### src/rtl/shd_chain_driver.sv
// shd_chain_driver: streams segment bytes into chained SHD0028 boards with load handshake, blink and PWM dimming
module shd_chain_driver #(
    parameter int N_DIGITS  = 6,
    parameter int CLK_DIV   = 2,
    parameter int MSB_FIRST = 0,
    parameter int LATCH_GAP = 4,
    parameter int BLINK_DIV = 0,
    parameter int PWM_BITS  = 4
) (
    input  logic                  CLK,
    input  logic                  RST,
    input  logic [8*N_DIGITS-1:0] SEG_DATA,
    input  logic [N_DIGITS-1:0]   BLINK_MASK,
    input  logic                  SEG_VALID,
    output logic                  SEG_READY,
    input  logic [PWM_BITS-1:0]   BRIGHTNESS,
    output logic                  SHD_DATA,
    output logic                  SHD_CLK,
    output logic                  SHD_LATCH,
    output logic                  SHD_ENABLE_n,
    output logic                  FRAME_DONE
);
    localparam int FW = 8 * N_DIGITS;
    localparam int DW = $clog2(CLK_DIV);
    localparam int CW = $clog2(FW + LATCH_GAP + 1);
    localparam int KW = BLINK_DIV > 1 ? $clog2(BLINK_DIV) : 1;
    localparam logic [DW-1:0] DIV_LAST   = DW'(CLK_DIV - 1);
    localparam logic [DW-1:0] DIV_HALF   = DW'(CLK_DIV / 2);
    localparam logic [CW-1:0] BIT_LAST   = CW'(FW - 1);
    localparam logic [CW-1:0] GAP_LAST   = CW'(LATCH_GAP - 1);
    localparam logic [KW-1:0] BLINK_LAST = KW'(BLINK_DIV > 0 ? BLINK_DIV - 1 : 0);

    typedef enum logic [1:0] {IDLE, SHIFT, LATCH, GAP} state_t;

    state_t              state, state_nxt;
    logic [DW-1:0]       div_cnt, div_nxt;
    logic [CW-1:0]       cnt, cnt_nxt;
    logic [FW-1:0]       pend_data, disp_data, src_data, masked, ordered, sreg, sreg_nxt;
    logic [N_DIGITS-1:0] pend_mask, disp_mask, src_mask;
    logic [KW-1:0]       blink_cnt, blink_nxt;
    logic [PWM_BITS-1:0] pwm_cnt, pwm_nxt;
    logic                tick, toggle, phase, phase_nxt, refresh, start, consume, data_nxt;

    // serial-period divider, blink timebase and PWM counter next values
    always_comb begin
        tick      = div_cnt == DIV_LAST;
        div_nxt   = tick ? '0 : div_cnt + 1'b1;
        toggle    = BLINK_DIV > 0 && tick && blink_cnt == BLINK_LAST;
        blink_nxt = (BLINK_DIV == 0 || toggle) ? '0 : tick ? blink_cnt + 1'b1 : blink_cnt;
        phase_nxt = toggle ? !phase : phase;
        pwm_nxt   = tick ? pwm_cnt + 1'b1 : pwm_cnt;
    end

    // frame image: pending data wins over displayed, blanked digits use the phase in force after this tick
    always_comb begin
        src_data = SEG_READY ? disp_data : pend_data;
        src_mask = SEG_READY ? disp_mask : pend_mask;
        masked   = src_data;
        ordered  = '0;
        for (int k = 0; k < N_DIGITS; k++)
            if (!phase_nxt && src_mask[k]) masked[8*k +: 8] = 8'h00;
        for (int i = 0; i < FW; i++)
            ordered[i] = MSB_FIRST != 0 ? masked[FW-1-i] : masked[i];
    end

    // FSM next state and serial data; everything advances only on tick
    always_comb begin
        state_nxt = state;
        cnt_nxt   = cnt;
        sreg_nxt  = sreg;
        data_nxt  = SHD_DATA;
        consume   = tick && state == IDLE && !SEG_READY;
        start     = tick && state == IDLE && (!SEG_READY || refresh);
        if (tick)
            case (state)
                IDLE: if (start) begin
                    state_nxt = SHIFT;
                    cnt_nxt   = '0;
                    data_nxt  = ordered[0];
                    sreg_nxt  = ordered >> 1;
                end
                SHIFT: if (cnt == BIT_LAST) begin
                    state_nxt = LATCH;
                    cnt_nxt   = '0;
                    data_nxt  = 1'b0;
                end else begin
                    cnt_nxt  = cnt + 1'b1;
                    data_nxt = sreg[0];
                    sreg_nxt = sreg >> 1;
                end
                LATCH: state_nxt = GAP;
                GAP: begin
                    state_nxt = cnt == GAP_LAST ? IDLE : GAP;
                    cnt_nxt   = cnt == GAP_LAST ? '0 : cnt + 1'b1;
                end
                default: state_nxt = IDLE;
            endcase
    end

    // FSM state, shift register and registered pin outputs
    always_ff @(posedge CLK) begin
        if (RST) begin
            state        <= IDLE;
            div_cnt      <= '0;
            cnt          <= '0;
            sreg         <= '0;
            pwm_cnt      <= '0;
            SHD_DATA     <= 1'b0;
            SHD_CLK      <= 1'b0;
            SHD_LATCH    <= 1'b0;
            SHD_ENABLE_n <= 1'b1;
            FRAME_DONE   <= 1'b0;
        end else begin
            state        <= state_nxt;
            div_cnt      <= div_nxt;
            cnt          <= cnt_nxt;
            sreg         <= sreg_nxt;
            pwm_cnt      <= pwm_nxt;
            SHD_DATA     <= data_nxt;
            SHD_CLK      <= state_nxt == SHIFT && div_nxt >= DIV_HALF;
            SHD_LATCH    <= state_nxt == LATCH;
            SHD_ENABLE_n <= &BRIGHTNESS ? 1'b0 : !(pwm_nxt < BRIGHTNESS);
            FRAME_DONE   <= tick && state == LATCH;
        end
    end

    // one-entry pending buffer; it empties into the displayed image when a frame starts from it
    always_ff @(posedge CLK) begin
        if (RST) begin
            SEG_READY <= 1'b1;
            pend_data <= '0;
            pend_mask <= '0;
            disp_data <= '0;
            disp_mask <= '0;
        end else begin
            if (SEG_VALID && SEG_READY) begin
                pend_data <= SEG_DATA;
                pend_mask <= BLINK_MASK;
                SEG_READY <= 1'b0;
            end else if (consume) begin
                SEG_READY <= 1'b1;
            end
            if (consume) begin
                disp_data <= pend_data;
                disp_mask <= pend_mask;
            end
        end
    end

    // blink phase; a toggle requests a refresh unless a frame starts on the same tick
    always_ff @(posedge CLK) begin
        if (RST) begin
            blink_cnt <= '0;
            phase     <= 1'b1;
            refresh   <= 1'b0;
        end else begin
            blink_cnt <= blink_nxt;
            phase     <= phase_nxt;
            refresh   <= start ? 1'b0 : toggle ? 1'b1 : refresh;
        end
    end
endmodule

### config.mk
export PLATFORM = sky130hd
export DESIGN_NAME = shd_chain_driver
export DESIGN_NICKNAME = d
export VERILOG_FILES = /design/src/rtl/shd_chain_driver.sv
export SDC_FILE = /design/constraint.sdc
export NUM_CORES = 1
export LEC_CHECK = 0
export CORE_MARGIN = 1
export CORE_UTILIZATION = 37
export DETAILED_ROUTE_END_ITERATION = 12
export HOLD_SLACK_MARGIN = 0.1
export SLEW_MARGIN = 20
export SYNTH_ARGS = -nofsm -noshare
export SYNTH_HDL_FRONTEND = slang
export SYNTH_SLANG_ARGS = --single-unit
### constraint.sdc
create_clock -name CLK -period 5.5 [get_ports CLK]
set_input_delay 1.1 -clock CLK [delete_from_list [all_inputs] [get_ports CLK]]
set_output_delay 1.1 -clock CLK [all_outputs]
set_load 0.05 [all_outputs]
==> results by group <==
Worst setup path
  • Data arrival, critical path: 3520 ps
  • Data required, critical path: 5850 ps
  • First element of the critical path: state[0]$_SDFF_PP0_
  • Worst R2R Path Depth: 5
  • Max FO, Critical Path: 96
  • Kind of end point of the critical path: flip-flop
  • Category of the worst setup path launch point: flip-flop
  • Reg2reg start: state[0]$_SDFF_PP0_
  • Path type of the worst setup path: flip-flop to flip-flop

Power and ir drop
  • Power density over the cells: 332 mW/mm²
  • Worst supply voltage drop on vdd: roughly 0.28 mV
  • Leak pwr: a little over 3 nW

Finish
  • Area growth, synth to finish: 18.1%
  • Fraction of final layout cells sized beyond drive strength 1: under 10%
  • Nets@finish: 912
  • End-of-flow core utilization: between 40 and 50%
  • Number of antenna repair diodes: 0
  • Final std cell area, no fill: about 0.008 mm²
  • Final Instance Count excl. Fillers: 1088
  • Layout fillers: roughly 1800

Place
  • Instance area at placement: around 0.0074 mm²
  • Placed wire-length estimate: roughly 8 mm
  • Placed Instances: 1056
  • Count of input and output buffers: 60
  • Final weighted congestion in routability-driven placement: roughly 0.76

Timing
  • RSZ-0062 raised after global routing: no
  • Number of max-slew violations in the final report: 0
  • Worst-case headroom to the max-slew limit: between 20% and 30%
  • Largest clock skew in the final design: around 5 ps
  • Count of endpoints failing setup in the final report: 0
  • Period utilisation layout: between 50% and 60%
  • Final total negative setup slack: 0 ps
  • Fin. Hold Viols: 0
  • Final critical delay including setup and external delays: between 3000 and 4000 ps
  • Maximum achievable frequency: 315 MHz
  • Slew at the pin closest to its max-slew limit: about 1100 ps

Synth
  • Cell accounting for the most synthesized area: dfxtp_1
  • Top FF cell, synth: dfxtp_1
  • Most common library cells after synthesis: nand2_1 (243), dfxtp_1 (160), a21oi_1 (149), nand3_1 (48), clkbuf_1 (47)
  • Unique masters post-synth: 38
  • Number of enable flip-flop cells after synthesis: 0
  • Synthesized area per cell: a little over 8 µm²
  • Largest cells by area after synthesis: dfxtp_1 (47%), nand2_1 (13%), a21oi_1 (11%)
  • Synthesized netlist cell count: 837
  • Share of the synthesized area in the top cell type: ~47%
  • Cell area after synthesis: 0.00676 mm²
  • Syn nets: between 900 and 1000
  • Sequential element share of the synthesized area: a little under half
  • Post-synthesis async set-or-reset flop share: 0%
  • Most common cell in the netlist: nand2_1
  • Total number of yosys warnings: 0
  • Post-synthesis register bit count: between 150 and 200

Clock network
  • Maximum buffer depth of the clock tree: 2
  • Count of instances resized after the clock tree is built: 0
  • CTS hold repair buffers: 0
  • Clock latency at the later pin of the worst-skew pair: between 400 and 500 ps
  • CTS sink cnt: 160
  • TritonCTS clock tree: done
  • Clock buffers created by TritonCTS: 17
  • Clock transition at the register clock pins on the worst setup and hold paths after CTS: approximately 60 ps
  • Clock root buffer: clkbuf_16
  • Number of H-tree levels: 4
  • Number of buffers inserted by post-CTS setup repair: 0

Global route
  • Antenna violations before repair: 0
  • Busiest grt layer: met2
  • Overall routing resource usage: 16.9%
  • Global routing met1 resource utilization: 21.6%
  • Global-route wire length before repair: 25.2 mm
  • Aggregate global routing overflow: 0
  • GR Layer Usage met3: under 10%
  • Global routing met2 resource utilization: a little over a quarter
  • Via count of the first global-routing pass: approximately 5300
  • Maximum number of pins on one net before global-route repair: 97

Floorplan
  • Row Count: a little under 50
  • I/O pin total: 67
  • Initial Util: a little under two fifths
  • Area enclosed by the die boundary: 0.0188 mm²
  • Placeable Area: approximately 0.018 mm²
  • Die extent in x: roughly 140 µm
  • Chip height: roughly 140 µm

Detailed routing
  • Count of vias placed by the detailed router: 5629
  • DRC errors left: 0
  • Average wire per cell in the routed design: 13.5 µm
  • Post-route antenna net violation count: 0
  • First-pass DRT Iterations: 5
  • Routed vias/inst: approximately 5.2
  • Number of DRC violations after detailed-routing iteration 0: 404
  • Routed wire length: between 10 and 15 mm

Run status
  • Result of the run: complete, no violations

Hold path
  • Cells on Worst Hold Path: 2
  • Min-delay worst type: flip-flop to flip-flop
  • Launch instance of the worst min-delay path: disp_data[36]$_SDFFE_PP0P_

Run
  • Max-cap violations: 0
placed cells by master, fill, tap and decap left out, types with 6 or more instances in the layout:
cell type | netlist | layout
a21oi_1 | 149 | 149
buf_4 | 0 | 9
clkbuf_16 | 0 | 17
clkdlybuf4s50_1 | 0 | 59
dfxtp_1 | 160 | 159
mux2i_1 | 46 | 46
nand2_1 | 243 | 243
nand3_1 | 48 | 48
nor2_1 | 6 | 6
nor2b_1 | 7 | 7
nor3_1 | 7 | 7
o221ai_1 | 46 | 46
xnor2_1 | 6 | 6
cell families (layout without fill, tap and decap cells):
kind of cell,count (synthesis),after routing,synth area share (%)
AOI/OAI and AO/OA,207,207,18.5
buffers and inverters,83,105,5.02
DFF,160,160,47.4
and+or+nand+nor,329,329,20.5
adders and majority gates,5,5,0.925
muxes,47,47,6.98
xor gates and xnor gates,6,6,0.777
critical path, cell delays in order, from the launching register on:
cell and delay, ps:
dfxtp_1 560, nand2b_4 600, a211oi_4 1130, buf_4 430, o221ai_1 180, a21oi_1 180
power breakdown:
group / internal (W) / switching, W / total (W)
registers: 0.00120 / 0.0000296 / 0.00123
logic: 0.000101 / 0.000155 / 0.000256
clock network: 0.000680 / 0.000482 / 0.00116
sequential cells by signal, indices dropped and copies added (netlist names), 2 cells and up:
| register | count |
|---|---|
| state | 2 |
| disp_data | 46 |
| pwm_cnt | 4 |
| pend_data | 48 |
| cnt | 6 |
| sreg | 47 |
path summary, 6_finish.rpt:
check	end	slack, ps
max	sreg[36]$_SDFFE_PP0P_	2330
min	disp_data[36]$_SDFFE_PP0P_	450
max reg2reg	sreg[36]$_SDFFE_PP0P_	2330
min reg2reg	disp_data[36]$_SDFFE_PP0P_	450
area by class of cell:
type                       count  area (µm²)  area share (%)
multi-input combinational    594        3230            40.5
sequential                   160        3200            40.1
timing repair buffer          68         658            8.25
clock buffer                  19         443            5.55
tap                          229         287            3.59
clock inverter                13         136            1.71
inverter                       5        18.8           0.235
stage by stage:
step	total power (W)	setup slack [ps]	hold slack [ps]
after CTS	0.00268	2320	455
final	0.00265	2330	452
after global placement	0.00151	2320	441
after detailed placement	0.00151	2320	446
after global routing	0.00276	2040	471
after floorplan	0.00143	3460	432
metal layers:
| layer | share of wire, % | vias to the layer above |
|---|---|---|
| met5 | 0 | - |
| met4 | 1.1 | 0 |
| met3 | 3.5 | 12 |
| met2 | 47 | 76 |
| met1 | 49 | 2631 |
| li1 | - | 2910 |
(Power assumes the default switching activity.)
